**src/rtl/prgrom_load_sched_if.sv**
```systemverilog
`default_nettype none
// ============================================================================
// Module      : prgrom_load_sched_if
// Description : Fetch, loader and memory-port signals of the program-memory
//               port scheduler.
// Revision    : 1.0
// ============================================================================
interface prgrom_load_sched_if #(
    parameter int ADDR_W = 14
);
    logic [ADDR_W-1:0] fetch_addr;
    logic              ld_req;
    logic              ld_valid;
    logic [7:0]        ld_byte;
    logic              ld_end;
    logic [ADDR_W-1:0] mem_addr;
    logic              mem_we;
    logic [31:0]       mem_wdata;
    logic              cpu_hold;
    logic              ld_busy;
    logic [ADDR_W:0]   ld_words;
    logic              ld_err;

    modport master (
        output fetch_addr, ld_req, ld_valid, ld_byte, ld_end,
        input  mem_addr, mem_we, mem_wdata, cpu_hold, ld_busy, ld_words, ld_err
    );

    modport slave (
        input  fetch_addr, ld_req, ld_valid, ld_byte, ld_end,
        output mem_addr, mem_we, mem_wdata, cpu_hold, ld_busy, ld_words, ld_err
    );
endinterface
`default_nettype wire

```
**src/rtl/prgrom_load_sched.sv**
```systemverilog
`default_nettype none
// ============================================================================
// Module      : prgrom_load_sched
// Description : Owns the instruction-memory port; passes fetch addresses in
//               run mode, packs loader bytes into words and writes them in
//               load mode.
// Revision    : 1.0
// ============================================================================
module prgrom_load_sched #(
    parameter int ADDR_W       = 14,
    parameter int FLUSH_CYCLES = 2
) (
    input  wire logic            clock,
    input  wire logic            reset,
    prgrom_load_sched_if.slave   bus
);

    typedef enum logic [1:0] {
        S_RUN   = 2'd0,
        S_LOAD  = 2'd1,
        S_WRITE = 2'd2,
        S_FLUSH = 2'd3
    } state_t;

    localparam logic [3:0]        c_FLUSH_INIT = 4'(FLUSH_CYCLES - 1);
    localparam logic [ADDR_W-1:0] c_PTR_MAX    = '1;

    state_t            r_state,     w_state_nxt;
    logic [1:0]        r_bytecnt,   w_bytecnt_nxt;
    logic [ADDR_W-1:0] r_wptr,      w_wptr_nxt;
    logic [31:0]       r_asm,       w_asm_nxt;
    logic [31:0]       r_wdata,     w_wdata_nxt;
    logic [ADDR_W:0]   r_words,     w_words_nxt;
    logic              r_err,       w_err_nxt;
    logic              r_end_flag,  w_end_flag_nxt;
    logic              r_end_pend,  w_end_pend_nxt;
    logic              r_full,      w_full_nxt;
    logic [3:0]        r_flush_cnt, w_flush_cnt_nxt;

    logic [31:0]       w_asm_byte;
    logic [31:0]       w_asm_after;
    logic [1:0]        w_cnt_after;
    logic              w_end;
    logic              w_at_max;

    always_ff @(posedge clock) begin
        if (!reset) begin
            r_state     <= S_RUN;
            r_bytecnt   <= 2'd0;
            r_wptr      <= '0;
            r_asm       <= 32'd0;
            r_wdata     <= 32'd0;
            r_words     <= '0;
            r_err       <= 1'b0;
            r_end_flag  <= 1'b0;
            r_end_pend  <= 1'b0;
            r_full      <= 1'b0;
            r_flush_cnt <= 4'd0;
        end else begin
            r_state     <= w_state_nxt;
            r_bytecnt   <= w_bytecnt_nxt;
            r_wptr      <= w_wptr_nxt;
            r_asm       <= w_asm_nxt;
            r_wdata     <= w_wdata_nxt;
            r_words     <= w_words_nxt;
            r_err       <= w_err_nxt;
            r_end_flag  <= w_end_flag_nxt;
            r_end_pend  <= w_end_pend_nxt;
            r_full      <= w_full_nxt;
            r_flush_cnt <= w_flush_cnt_nxt;
        end
    end

    always_comb begin
        w_state_nxt     = r_state;
        w_bytecnt_nxt   = r_bytecnt;
        w_wptr_nxt      = r_wptr;
        w_asm_nxt       = r_asm;
        w_wdata_nxt     = r_wdata;
        w_words_nxt     = r_words;
        w_err_nxt       = r_err;
        w_end_flag_nxt  = r_end_flag;
        w_end_pend_nxt  = r_end_pend;
        w_full_nxt      = r_full;
        w_flush_cnt_nxt = r_flush_cnt;

        w_asm_byte = r_asm;
        w_asm_byte[{r_bytecnt, 3'b000} +: 8] = bus.ld_byte;
        w_asm_after = bus.ld_valid ? w_asm_byte : r_asm;
        w_cnt_after = bus.ld_valid ? r_bytecnt + 2'd1 : r_bytecnt;
        w_end       = bus.ld_end | r_end_pend;
        w_at_max    = (r_wptr == c_PTR_MAX);

        case (r_state)
            S_RUN: begin
                if (bus.ld_req) begin
                    w_state_nxt    = S_LOAD;
                    w_bytecnt_nxt  = 2'd0;
                    w_wptr_nxt     = '0;
                    w_asm_nxt      = 32'd0;
                    w_words_nxt    = '0;
                    w_err_nxt      = 1'b0;
                    w_end_flag_nxt = 1'b0;
                    w_end_pend_nxt = 1'b0;
                    w_full_nxt     = 1'b0;
                end
            end
            S_LOAD: begin
                w_end_pend_nxt = 1'b0;
                if (r_full) begin
                    // Memory is full: bytes are dropped, only the end strobe matters.
                    if (bus.ld_valid) w_err_nxt = 1'b1;
                    if (w_end) begin
                        w_state_nxt     = S_FLUSH;
                        w_flush_cnt_nxt = c_FLUSH_INIT;
                    end
                end else if (bus.ld_valid && (r_bytecnt == 2'd3)) begin
                    w_wdata_nxt    = w_asm_byte;
                    w_asm_nxt      = 32'd0;
                    w_bytecnt_nxt  = 2'd0;
                    w_end_flag_nxt = w_end;
                    w_state_nxt    = S_WRITE;
                end else if (w_end) begin
                    if (w_cnt_after == 2'd0) begin
                        w_state_nxt     = S_FLUSH;
                        w_flush_cnt_nxt = c_FLUSH_INIT;
                    end else begin
                        // Partial final word: upper lanes are already zero.
                        w_wdata_nxt    = w_asm_after;
                        w_asm_nxt      = 32'd0;
                        w_bytecnt_nxt  = 2'd0;
                        w_err_nxt      = 1'b1;
                        w_end_flag_nxt = 1'b1;
                        w_state_nxt    = S_WRITE;
                    end
                end else begin
                    w_asm_nxt     = w_asm_after;
                    w_bytecnt_nxt = w_cnt_after;
                end
            end
            S_WRITE: begin
                w_words_nxt    = r_words + (ADDR_W+1)'(1);
                w_wptr_nxt     = w_at_max ? r_wptr : r_wptr + ADDR_W'(1);
                w_full_nxt     = w_at_max;
                w_end_flag_nxt = 1'b0;
                if (bus.ld_end) w_end_pend_nxt = 1'b1;
                if (bus.ld_valid && !r_end_flag) begin
                    if (w_at_max) begin
                        w_err_nxt = 1'b1;
                    end else begin
                        w_asm_nxt     = w_asm_byte;
                        w_bytecnt_nxt = r_bytecnt + 2'd1;
                    end
                end
                if (r_end_flag) begin
                    w_state_nxt     = S_FLUSH;
                    w_flush_cnt_nxt = c_FLUSH_INIT;
                end else begin
                    w_state_nxt = S_LOAD;
                end
            end
            S_FLUSH: begin
                if (r_flush_cnt == 4'd0) w_state_nxt = S_RUN;
                else                     w_flush_cnt_nxt = r_flush_cnt - 4'd1;
            end
            default: w_state_nxt = S_RUN;
        endcase
    end

    always_comb begin
        case (r_state)
            S_RUN:   bus.mem_addr = bus.fetch_addr;
            S_FLUSH: bus.mem_addr = '0;
            default: bus.mem_addr = r_wptr;
        endcase
    end

    assign bus.mem_we    = (r_state == S_WRITE);
    assign bus.mem_wdata = r_wdata;
    assign bus.cpu_hold  = (r_state != S_RUN);
    assign bus.ld_busy   = (r_state == S_LOAD) || (r_state == S_WRITE);
    assign bus.ld_words  = r_words;
    assign bus.ld_err    = r_err;

endmodule
`default_nettype wire
```
**src/flat_wrapper.sv**
```systemverilog
// flat-port wrapper written by rule: the top's interface ports become plain ports
module prgrom_load_sched_flat 
#(
    parameter int ADDR_W       = 14,
    parameter int FLUSH_CYCLES = 2
)
  (clock, reset, bus_fetch_addr, bus_ld_req, bus_ld_valid, bus_ld_byte, bus_ld_end, bus_mem_addr, bus_mem_we, bus_mem_wdata, bus_cpu_hold, bus_ld_busy, bus_ld_words, bus_ld_err);
  prgrom_load_sched_if #(.ADDR_W(ADDR_W)) bus_i ();
  input  wire logic clock;
  input  wire logic reset;
  input wire logic [$bits(bus_i.fetch_addr)-1:0] bus_fetch_addr;
  input wire logic [$bits(bus_i.ld_req)-1:0] bus_ld_req;
  input wire logic [$bits(bus_i.ld_valid)-1:0] bus_ld_valid;
  input wire logic [$bits(bus_i.ld_byte)-1:0] bus_ld_byte;
  input wire logic [$bits(bus_i.ld_end)-1:0] bus_ld_end;
  output wire logic [$bits(bus_i.mem_addr)-1:0] bus_mem_addr;
  output wire logic [$bits(bus_i.mem_we)-1:0] bus_mem_we;
  output wire logic [$bits(bus_i.mem_wdata)-1:0] bus_mem_wdata;
  output wire logic [$bits(bus_i.cpu_hold)-1:0] bus_cpu_hold;
  output wire logic [$bits(bus_i.ld_busy)-1:0] bus_ld_busy;
  output wire logic [$bits(bus_i.ld_words)-1:0] bus_ld_words;
  output wire logic [$bits(bus_i.ld_err)-1:0] bus_ld_err;
  assign bus_i.fetch_addr = bus_fetch_addr;
  assign bus_i.ld_req = bus_ld_req;
  assign bus_i.ld_valid = bus_ld_valid;
  assign bus_i.ld_byte = bus_ld_byte;
  assign bus_i.ld_end = bus_ld_end;
  assign bus_mem_addr = bus_i.mem_addr;
  assign bus_mem_we = bus_i.mem_we;
  assign bus_mem_wdata = bus_i.mem_wdata;
  assign bus_cpu_hold = bus_i.cpu_hold;
  assign bus_ld_busy = bus_i.ld_busy;
  assign bus_ld_words = bus_i.ld_words;
  assign bus_ld_err = bus_i.ld_err;
  prgrom_load_sched #(.ADDR_W(ADDR_W), .FLUSH_CYCLES(FLUSH_CYCLES)) u_core (.clock(clock), .reset(reset), .bus(bus_i));
endmodule
```
**config.mk**
```make
export PLATFORM = sky130hd
export DESIGN_NAME = prgrom_load_sched_flat
export DESIGN_NICKNAME = d
export VERILOG_FILES = /design/src/rtl/prgrom_load_sched_if.sv /design/src/rtl/prgrom_load_sched.sv /design/src/flat_wrapper.sv
export SDC_FILE = /design/constraint.sdc
export NUM_CORES = 1
export LEC_CHECK = 0
export ABC_AREA = 1
export CORE_MARGIN = 2
export CORE_UTILIZATION = 59
export DETAILED_ROUTE_END_ITERATION = 8
export GPL_ROUTABILITY_DRIVEN = 0
export PLACE_DENSITY = 0.86
export SLEW_MARGIN = 40
export SYNTH_ARGS = -nofsm -noshare
export SYNTH_HDL_FRONTEND = slang
export SYNTH_SLANG_ARGS = --single-unit
```
**constraint.sdc**
```tcl
create_clock -name clock -period 3.72 [get_ports clock]
set_input_delay 1.116 -clock clock [delete_from_list [all_inputs] [get_ports clock]]
set_output_delay 1.116 -clock clock [all_outputs]
set_load 0.005 [all_outputs]
```
==> results of run 1 <==
==> cells in the mapped netlist (2+ instances only) <==
cell type    n
a211oi_1     3
a21oi_1     88
buf_1        2
buf_2       14
buf_4        6
clkbuf_1    23
dfxtp_1    105
ha_1        14
inv_1       59
inv_2        7
nand2_1    333
nand3_1    132
nand3_2      2
nand4_1     21
nor2_1      82
nor2_2       2
nor3_1      19
nor3_2       2
o21ai_0     27
o21ai_1     13
or2_2       32
xor2_1       2
==> registers in the layout, indices dropped and copies added (netlist names) <==
signal                cells
u_core.r_end_pend         1
u_core.r_full             1
u_core.bus.ld_err         1
u_core.r_asm             32
u_core.bus.mem_wdata     32
u_core.r_bytecnt          2
u_core.r_state            2
u_core.r_flush_cnt        4
u_core.r_end_flag         1
u_core.bus.ld_words      15
u_core.r_wptr            14
==> cell families after synthesis <==
group,share of synthesized area (%)
AOI/OAI and AO/OA,11.4
and+or+nand+nor,44.4
adders and majority gates,2.81
xor gates and xnor gates,0.281
DFF,33.7
buffers and inverters,7.39
==> layer usage <==
layer  vias to the layer above  global-route usage [%]
li1                       3425                       -
met1                      3030                    34.8
met2                       203                    50.0
met3                        26                    5.47
met4                         0                    7.98
met5                         -                       0
==> per-stage QoR <==
step,cell area (um2),util (%),hold WS (ps),std cells,total power [W]
2_1_floorplan,6230,-,424,999,0.00231
3_3_place_gp,7210,70.1,438,1194,0.00281
3_5_place_dp,7210,70.1,447,1194,0.00283
4_1_cts,7410,72.1,461,1210,0.00357
5_1_grt,7450,72.5,486,1214,0.00387
6_report,7450,72.5,459,1214,0.00365
==> area by class of cell <==
class | instances | area share (%)
flip-flops and latches | 105 | 28.2
multi-input cells | 782 | 49.3
inverters | 67 | 3.43
well taps | 136 | 2.28
repair buffers | 106 | 13.8
clock inverters | 6 | 1.01
repair inverters | 2 | 0.202
clock buffers | 10 | 1.71
==> worst max-delay path: cells and delay by family (launching register included) <==
| family | cells | cell delay (ps) |
|---|---|---|
| adders and majority gates | 1 | 460 |
| DFF | 1 | 420 |
| buffers and inverters | 3 | 870 |
| AOI/OAI and AO/OA | 1 | 230 |
==> power groups by stage <==
stage / Clock [W] / Sequential, W / Combinational [W]
3_5_place_dp: 0 / 0.00130 / 0.00153
3_3_place_gp: 0 / 0.00130 / 0.00151
5_1_grt: 0.000790 / 0.00129 / 0.00179
6_report: 0.000736 / 0.00128 / 0.00164
2_1_floorplan: 0 / 0.00129 / 0.00102
4_1_cts: 0.000750 / 0.00127 / 0.00154
==> worst min-delay path by stage <==
stage                          endpoint  slack [ps]  cells after the start
3_3_place_gp          u_core.r_end_pend         440                      2
5_1_grt        u_core.bus.mem_wdata[26]         490                      2
4_1_cts               u_core.r_end_pend         460                      2
6_report              u_core.r_end_pend         460                      2
3_5_place_dp          u_core.r_end_pend         450                      2
2_1_floorplan         u_core.r_end_pend         420                      2
==> repair_timing <==
| action | 4_1_cts | 5_1_grt |
|---|---|---|
| setup buffers | 0 | 2 |
| resized for setup | 0 | 4 |
| endpoints found under the setup margin | 0 | 14 |
==> results.txt, run 1 <==
Core Region = 0.0103 mm2
slowest CP cell = clkdlybuf4s50_1
sequential share of the synthesized area = 33.7%
number of synthesized flops with an enable pin = 0
Overflow after GRT = 0
post-DP HPWL = 11100 um
maximum vdd ir drop = 0.000279 V
via count = 6684
Die X = 107 um
Slew Viols, Final = 0
worst slew pin tran = 681 ps
hold_sp = u_core.r_end_pend
met1 WL = 7030 um
top layer used by detailed routing = met4
Die Footprint = 0.0114 mm2
clk buf depth = 2
drt drc = 0
setup ws final = 248 ps
commonest cells after routing, fill and taps aside = nand2_1 (333), nand3_1 (132), dfxtp_1 (105), clkdlybuf4s50_1 (90), a21oi_1 (88)
final net count = 1114
Critical Path End = bus_mem_addr[5]
Worst Path Max Fanout = 8
RSZ-0062 raised after global routing = no
total area of sequential cells = 0.00210 mm2
CP Data Required Time = 2600 ps
Initial Utilization = 60.6%
Max Cap Violations = 0
cts bufs inserted = 9
Worst R2R Path Depth = 10
initial antenna violation count = 0
worst skew pair latency = 380 ps
Switching Share = 41.3%
fmax = 288 MHz
Worst-path clk slew = 110 ps
ANT nets after route = 0
row cnt = 37
Critical path origin = u_core.r_state[1]
Static Leak = 3.05 nW
Switching Power = 0.00151 W
Post-Route Setup TNS = 0 ps
status = finished clean
Ys Warns = 0
worst reg2reg endpoint = u_core.bus.mem_wdata[13]
Final period util = 93.3%
CTS H-tree depth = 3
Root Buffer = clkbuf_8
largest net degree at the start of global routing = 49
min-delay worst type = register to register
Tot GR Track Use = 28.2%
Synth area leaders = dfxtp_1 (34%), nand2_1 (20%), nand3_1 (11%)
share of flip-flops with an asynchronous set or reset = 0%
area of the multi-input gates = 0.00367 mm2
die height = 107 um
FF+latch count, synth = 105
fill cell count = 893
Post-Route WL = 16200 um
layout cells sized above 1 = 8.07%
vias per std cell = 5.51
CTS tree = built
commonest non-fill, non-tap cell in the layout = nand2_1
IO buf count = 91
CP Launch Type = register
met2 wire len = 7980 um
power per cell area = 490 mW/mm2
logic gate share of total power = 44.9%
Final Hold Viols = 0
met3 routed WL = 924 um
routed len/inst = 13.4 um
first-pass GRT wire length = 26700 um
commonest register cell after synthesis = dfxtp_1
drt first pass iters = 5
Synth top area share = 33.7%
Cells after Synth = 999
1st-iter DRT viols = 436
Seq pwr share = 34.9%
library cells used by synthesis = 33
number of global-route vias before repair = 5916
most area-hungry cell type in the Yosys netlist = dfxtp_1
final setup fails = 0
Avg Cell Area, Syn = 6.23 um2
Clk pwr share = 20.2%
Setup CP Type = register to output port
reg2reg start = u_core.r_bytecnt[0]
cell area after synthesis = 0.00623 mm2
Crit path largest cell delay = 540 ps
CP Cell Sequence = inv_1 > ha_2 > clkinvlp_4 > o21ai_0 > clkdlybuf4s50_1
Num Clock Sinks = 105
crit end category = output port
Syn-to-layout area delta = 19.6%
Internal = 0.00214 W
Worst R2R Setup Slack = 1130 ps
# diodes = 0
Final min period = 3470 ps
pre-CTS WS = 308 ps
I/O pin total = 92
CP arrival = 2360 ps
syn_nets = 1040
Hold Buf Count CTS = 0
skew final = 12.4 ps
Rel. slew slack = 54.5%
(Power assumes the default switching activity.)
==> run 2: changes to the inputs <==
--- a/config.mk
+++ b/config.mk
@@ -11,6 +11,7 @@
 export DETAILED_ROUTE_END_ITERATION = 8
 export GPL_ROUTABILITY_DRIVEN = 0
 export PLACE_DENSITY = 0.86
+export REMOVE_ABC_BUFFERS = 1
 export SLEW_MARGIN = 40
 export SYNTH_ARGS = -nofsm -noshare
 export SYNTH_HDL_FRONTEND = slang
==> results.txt, run 2 (synthesis results as in run 1) <==
status = finished clean
drt drc = 0 (unchanged)
CP arrival = 2410 ps (+50 ps)
Syn-to-layout area delta = 18.6%
Initial Utilization = 60.6% (unchanged)
Slew Viols, Final = 0 (unchanged)
commonest cells after routing, fill and taps aside = nand2_1 (333), nand3_1 (132), dfxtp_1 (105), clkdlybuf4s50_1 (90), a21oi_1 (88)
CTS tree = built
CP Launch Type = register
Critical path origin = u_core.r_state[1]
Finished Core Util = 71.9% (-0.56 points)
Crit path largest cell delay = 520 ps (-20 ps)
Post-Route Setup TNS = 0 ps (unchanged)
Final min period = 3530 ps (+53.4 ps)
largest net degree at the start of global routing = 51 (+4.1%)
CP bufs+invs = 3 (unchanged)
cts bufs inserted = 9 (unchanged)
fmax = 284 MHz (-1.5%)
power after layout = 0.00355 W (-2.9%)
Post-Route WL = 16000 um (-1.3%)
Static Leak = 3.02 nW (-0.75%)
drt first pass iters = 5 (unchanged)
fill cell count = 939 (+5.2%)
Die X = 107 um (unchanged)
initial antenna violation count = 0 (unchanged)
design area = 0.00739 mm2 (-0.77%)
row cnt = 37 (unchanged)
crit end category = output port
Hold Buf Count CTS = 0 (unchanged)
Rel. slew slack = 52.0% (-2.5 points)
Area after DPL = 0.00720 mm2 (-0.10%)
worst skew pair latency = 380 ps (about the same)
1st-iter DRT viols = 423 (-3.0%)
Crit path max-delay family = buffers and inverters
die height = 107 um (unchanged)
skew final = 10.1 ps (-2.31 ps)
Core Region = 0.0103 mm2 (unchanged)
worst slew pin tran = 720 ps (+38.6 ps)
IO buf count = 91 (unchanged)
RSZ-0062 raised after global routing = no
Fin Hold WS = 453 ps (-5.68 ps)
Worst R2R Setup Slack = 1180 ps (+50 ps)
CTS H-tree depth = 3 (unchanged)
Max Cap Violations = 0 (unchanged)
Critical Path End = bus_mem_addr[9]
post-DP HPWL = 11000 um (-0.34%)
Num Clock Sinks = 105 (unchanged)
worst reg2reg endpoint = u_core.bus.mem_wdata[18]
ANT nets after route = 0 (unchanged)
Final period util = 94.8% (+1.4 points)
Final Hold Viols = 0 (unchanged)
maximum vdd ir drop = 0.000402 V (+45%)
Die Footprint = 0.0114 mm2 (unchanged)
Worst R2R Path Depth = 10 (unchanged)
I/O pin total = 92 (unchanged)
number of global-route vias before repair = 6129 (+3.6%)
power per cell area = 480 mW/mm2 (-2.1%)
slowest CP cell = clkdlybuf4s50_1
via count = 6686 (+0.030%)
min-delay worst type = register to register
# diodes = 0 (unchanged)
Worst Path Max Fanout = 15 (+7)
commonest non-fill, non-tap cell in the layout = nand2_1
final net count = 1110 (-0.36%)
CP Cell Sequence = inv_1 > ha_1 > clkinvlp_4 > o21ai_0 > clkdlybuf4s50_1
Worst path depth = 5 (unchanged)
final setup fails = 0 (unchanged)
clk buf depth = 2 (unchanged)
first-pass GRT wire length = 26700 um (about the same)
Root Buffer = clkbuf_8
Tot GR Track Use = 28.5% (+0.31 points)
Setup CP Type = register to output port
Overflow after GRT = 0 (unchanged)
vias per std cell = 5.53 (+0.36%)
routed len/inst = 13.2 um (-0.94%)
CP Data Required Time = 2600 ps (about the same)
reg2reg start = u_core.r_bytecnt[0]
layout cells sized above 1 = 7.73% (-0.34 points)
Worst-path clk slew = 100 ps (about the same)
[run 2: changes by cell type in the layout (fill, tap and decap cells not counted), sizes merged]
cell    delta
buf        -3
bufinv     -1
clkbuf     -1
inv        +1
[run 2: routing by layer]
| metal | up-vias | wire (um) | GRT usage, % |
|---|---|---|---|
| met1 | 2985 | 6910 | 34.0 |
| met5 | - | 0 | 0 |
| met3 | 31 | 1160 | 4.50 |
| met4 | 0 | 294 | 12.0 |
| met2 | 260 | 7640 | 50.8 |
| li1 | 3410 | - | - |
[run 2: final cells by class]
type / instances / area, um2 / area share [%]
clock buffer: 9 / 124 / 1.68
clock inverter: 7 / 53.8 / 0.728
inverter: 67 / 255 / 3.45
multi-input combinational: 782 / 3670 / 49.6
sequential: 105 / 2100 / 28.4
tap: 136 / 170 / 2.30
timing repair buffer: 103 / 1010 / 13.6
timing repair inverter: 1 / 7.51 / 0.102
[run 2: timing repair]
| action | CTS | global route |
|---|---|---|
| setup buffers | 0 | 0 |
| setup endpoints to repair | 0 | 14 |
| gates resized for setup | 0 | 2 |
[run 2: tightest hold or removal path: cells and delay by family, from the launching register on]
family / cells / cell delay, ps
flops: 1 / 320
compound gates: 1 / 50
buf+inv: 1 / 50
[run 2: power by group]
part	leakage, nW	switching [W]	internal (W)	total, W
combinational	2.09	0.00101	0.000584	0.00160
clock	0.0879	0.000423	0.000251	0.000674
sequential	0.848	0.0000667	0.00121	0.00128
[run 2: how the worst min path moves through the flow]
stage	from	end	slack (ps)	depth (start not counted)
floorplan	u_core.r_end_pend	u_core.r_end_pend	420	2
global placement	u_core.r_end_pend	u_core.r_end_pend	440	2
detailed placement	u_core.r_end_pend	u_core.r_end_pend	440	2
CTS	u_core.r_end_pend	u_core.r_end_pend	450	2
global route	u_core.r_end_pend	u_core.r_end_pend	470	2
finish	u_core.r_end_pend	u_core.r_end_pend	450	2
[run 2: per-stage QoR]
stage	std cells	setup slack, ps
5_1_grt	1210	54.7
2_1_floorplan	954	639
3_3_place_gp	1193	325
6_report	1210	195
3_5_place_dp	1193	312
4_1_cts	1209	38.9
==> run 3: changes to the inputs <==
--- a/config.mk
+++ b/config.mk
@@ -5,9 +5,9 @@
 export SDC_FILE = /design/constraint.sdc
 export NUM_CORES = 1
 export LEC_CHECK = 0
-export ABC_AREA = 1
+export ABC_CLOCK_PERIOD_IN_PS = 3720
 export CORE_MARGIN = 2
-export CORE_UTILIZATION = 59
+export CORE_UTILIZATION = 58
 export DETAILED_ROUTE_END_ITERATION = 8
 export GPL_ROUTABILITY_DRIVEN = 0
 export PLACE_DENSITY = 0.86
==> results.txt, run 3 <==
Final period util = 93.2% (-1.5 points)
most used cell, CP = inv_1
drt first pass iters = 5 (unchanged)
power after layout = 0.00375 W (+5.8%)
fmax = 288 MHz (+1.6%)
# diodes = 0 (unchanged)
Synth Area in Compound Gates = 28.1% (+17 points)
commonest register cell after synthesis = dfxtp_1
I/O pin total = 92 (unchanged)
Cells after Synth = 628 (-37%)
Hold Path Cell Cnt = 2 (unchanged)
total area of sequential cells = 0.00210 mm2 (unchanged)
Num Clock Sinks = 105 (unchanged)
die height = 103 um (-3.7%)
final non-filler cell total = 833 (-31%)
CTS tree = built
Die Footprint = 0.0106 mm2 (-7.3%)
GRT Max-Usage Layer = met2
simple logic cell fraction of the synthesized area = 17.5% (-27 points)
reg2reg start = u_core.r_bytecnt[0]
cell area after synthesis = 0.00566 mm2 (-9.2%)
Crit path largest cell delay = 520 ps (about the same)
routed len/inst = 17.5 um (+33%)
Clk pwr share = 20.2% (+1.2 points)
Switching Share = 36.6% (-5.7 points)
CP arrival = 2350 ps (-60 ps)
ANT nets after route = 0 (unchanged)
worst skew pair latency = 390 ps (about the same)
Ys Warns = 0 (unchanged)
setup ws final = 252 ps (+57.0 ps)
CP Data Required Time = 2600 ps (about the same)
vias per std cell = 6.32 (+14%)
status = finished clean
power per cell area = 551 mW/mm2 (+15%)
Slew Viols, Final = 0 (unchanged)
sequential share of the synthesized area = 37.2% (+3.4 points)
number of global-route vias before repair = 5096 (-17%)
XOR/XNOR Fraction of Synth Area = 3.56% (+3.3 points)
post-CTS sizing = 0 (unchanged)
IO buf count = 91 (unchanged)
Max Cap Violations = 0 (unchanged)
FF+latch count, synth = 105 (unchanged)
Final Hold Viols = 0 (unchanged)
met1 usage = 34.3% (+0.29 points)
final net count = 736 (-34%)
final setup fails = 0 (unchanged)
Worst R2R Setup Slack = 920 ps (-260 ps)
Final min period = 3470 ps (-57.0 ps)
library cells used by synthesis = 67 (+100%)
design area = 0.00681 mm2 (-7.8%)
commonest non-fill, non-tap cell in the layout = dfxtp_1
CTS H-tree depth = 3 (unchanged)
1st-iter DRT viols = 545 (+29%)
Synth top area share = 37.2% (+3.4 points)
row cnt = 36 (-2.7%)
largest family of logic cells by synthesized area = compound AO/OA/AOI/OAI gates
Static Leak = 2.29 nW (-24%)
Hold Buf Count CTS = 0 (unchanged)
min-delay worst type = register to register
Internal = 0.00238 W (+16%)
Post-Route WL = 14600 um (-8.7%)
Rel. slew slack = 47.2% (-4.9 points)
number of synthesized flops with an enable pin = 0 (unchanged)
layout cells sized above 1 = 9.14% (+1.4 points)
Core Region = 0.00964 mm2 (-6.2%)
post-DP HPWL = 10300 um (-6.4%)
clk buf depth = 2 (unchanged)
cts bufs inserted = 9 (unchanged)
Switching Power = 0.00137 W (-8.4%)
worst reg2reg endpoint = u_core.r_asm[7]
Overflow after GRT = 0 (unchanged)
Setup CP Type = register to output port
most frequent cells after synthesis = dfxtp_1 (105), nor2_1 (82), a22o_1 (35), a22oi_1 (33), a21oi_1 (32)
skew final = 10.1 ps (-0.0160 ps)
maximum vdd ir drop = 0.000324 V (-20%)
via count = 5265 (-21%)
area of the multi-input gates = 0.00319 mm2 (-13%)
GR Util met2 = 48.2% (-2.6 points)
Area after DPL = 0.00660 mm2 (-8.4%)
Die X = 103 um (-3.7%)
Synth area leaders = dfxtp_1 (37%), nor2_1 (5.4%), a22o_1 (5.4%)
post-synthesis mux area share = 3.94% (+3.9 points)
first-pass GRT wire length = 23900 um (-11%)
logic gate share of total power = 42.9% (-2.1 points)
top-count cell post-synth = dfxtp_1
fill cell count = 741 (-21%)
Root Buffer = clkbuf_8
CP Cell Sequence = inv_1 > ha_1 > inv_1 > nor2_1 > buf_4 > nand2_1 > o21ai_0 > clkdlybuf4s50_1
Worst-path clk slew = 100 ps (about the same)
setup bufs post-CTS = 0 (unchanged)
Adder-Cell Fraction of Synth Area = 3.10% (+0.28 points)
Placed Cells = 817 (-32%)
CP Launch Type = register
share of flip-flops with an asynchronous set or reset = 0% (unchanged)
crit end category = output port
Seq pwr share = 37.0% (+1.0 points)
met3 Usage GRT = 5.02% (+0.52 points)
RSZ-0062 raised after global routing = no
initial antenna violation count = 0 (unchanged)
pre-CTS WS = 389 ps (+76.7 ps)
Initial Utilization = 58.7% (-1.9 points)
slowest CP cell = clkdlybuf4s50_1
most area-hungry cell type in the Yosys netlist = dfxtp_1
largest net degree at the start of global routing = 33 (-35%)
Worst Hold Endpoint = u_core.r_flush_cnt[1]
drt drc = 0 (unchanged)
Avg Cell Area, Syn = 9.01 um2 (+45%)
Worst Path Max Fanout = 14 (-1)
Post-Route Setup TNS = 0 ps (unchanged)
hold_sp = u_core.r_flush_cnt[1]
Syn-to-layout area delta = 20.4%
worst slew pin tran = 790 ps (+70.7 ps)
Worst R2R Path Depth = 7 (-3)
Tot GR Track Use = 28.1% (-0.39 points)
commonest cells after routing, fill and taps aside = dfxtp_1 (105), clkdlybuf4s50_1 (91), nor2_1 (82), a22o_1 (35), a22oi_1 (33)
==> run 3: cell types whose count changed after synthesis, sizes merged, moves of 27 or more <==
cell / before / now
a211oi: 3 / 34
a21oi: 88 / 33
a22o: 0 / 35
a22oi: 0 / 33
a32o: 0 / 27
inv: 66 / 21
nand2: 335 / 29
nand3: 135 / 10
o21ai: 41 / 12
or2: 32 / 1
==> run 3: logic make-up (layout without fill, tap and decap cells) <==
logic type               count (synthesis)  in the layout
AO/OA/AOI/OAI                          196            196
AND/OR/NAND/NOR                        195            195
adder cells (fa/ha/maj)                 14             14
buffers and inverters                   73            145
XOR/XNOR                                23             23
flip-flops                             105            105
multiplexers                            22             22
==> run 3: power groups by stage <==
stage / sequential, W / combinational (W) / clock, W
finish: 0.00139 / 0.00161 / 0.000757
global route: 0.00140 / 0.00174 / 0.000813
CTS: 0.00138 / 0.00160 / 0.000769
detailed placement: 0.00140 / 0.00159 / 0
global placement: 0.00139 / 0.00153 / 0
floorplan: 0.00138 / 0.000969 / 0
==> run 3: stage by stage <==
stage / hold slack (ps) / util [%]
final: 482 / 70.7
after global routing: 507 / 70.7
after CTS: 482 / 70.7
after detailed placement: 469 / 68.5
after global placement: 451 / 68.5
after floorplan: 440 / -
==> run 3: cell type report <==
| class | instances | share of cell area [%] |
|---|---|---|
| Timing Repair Buffer | 108 | 15.6 |
| Clock inverter | 6 | 1.08 |
| Sequential cell | 105 | 30.9 |
| Multi-Input combinational cell | 450 | 46.8 |
| Inverter | 21 | 1.16 |
| Tap cell | 133 | 2.44 |
| Clock buffer | 10 | 2.02 |
==> run 3: how the worst max path moves through the flow <==
stage                 startpoint                  endpoint  slack (ps)  cells after the start
2_1_floorplan       bus_ld_valid  u_core.bus.mem_wdata[13]          -6                      5
3_3_place_gp   bus_fetch_addr[1]           bus_mem_addr[1]         410                      4
3_5_place_dp   bus_fetch_addr[3]           bus_mem_addr[3]         390                      3
4_1_cts        u_core.r_state[0]           bus_mem_addr[1]         260                      8
5_1_grt        u_core.r_state[1]           bus_mem_addr[1]         120                      8
6_report       u_core.r_state[0]           bus_mem_addr[1]         250                      8
==> run 3: worst max-delay path: cells and delay by family, from the launching register on <==
kind                     cells  cell delay, ps
AND/OR/NAND/NOR              2             180
adder cells (fa/ha/maj)      1             380
flip-flops                   1             350
AO/OA/AOI/OAI                1              60
buffers and inverters        4             970
==> run 3: per-layer routing <==
layer	vias up	wire, um
met3	41	967
met2	220	7260
met4	0	435
met1	2528	5940
li1	2476	-
met5	-	0
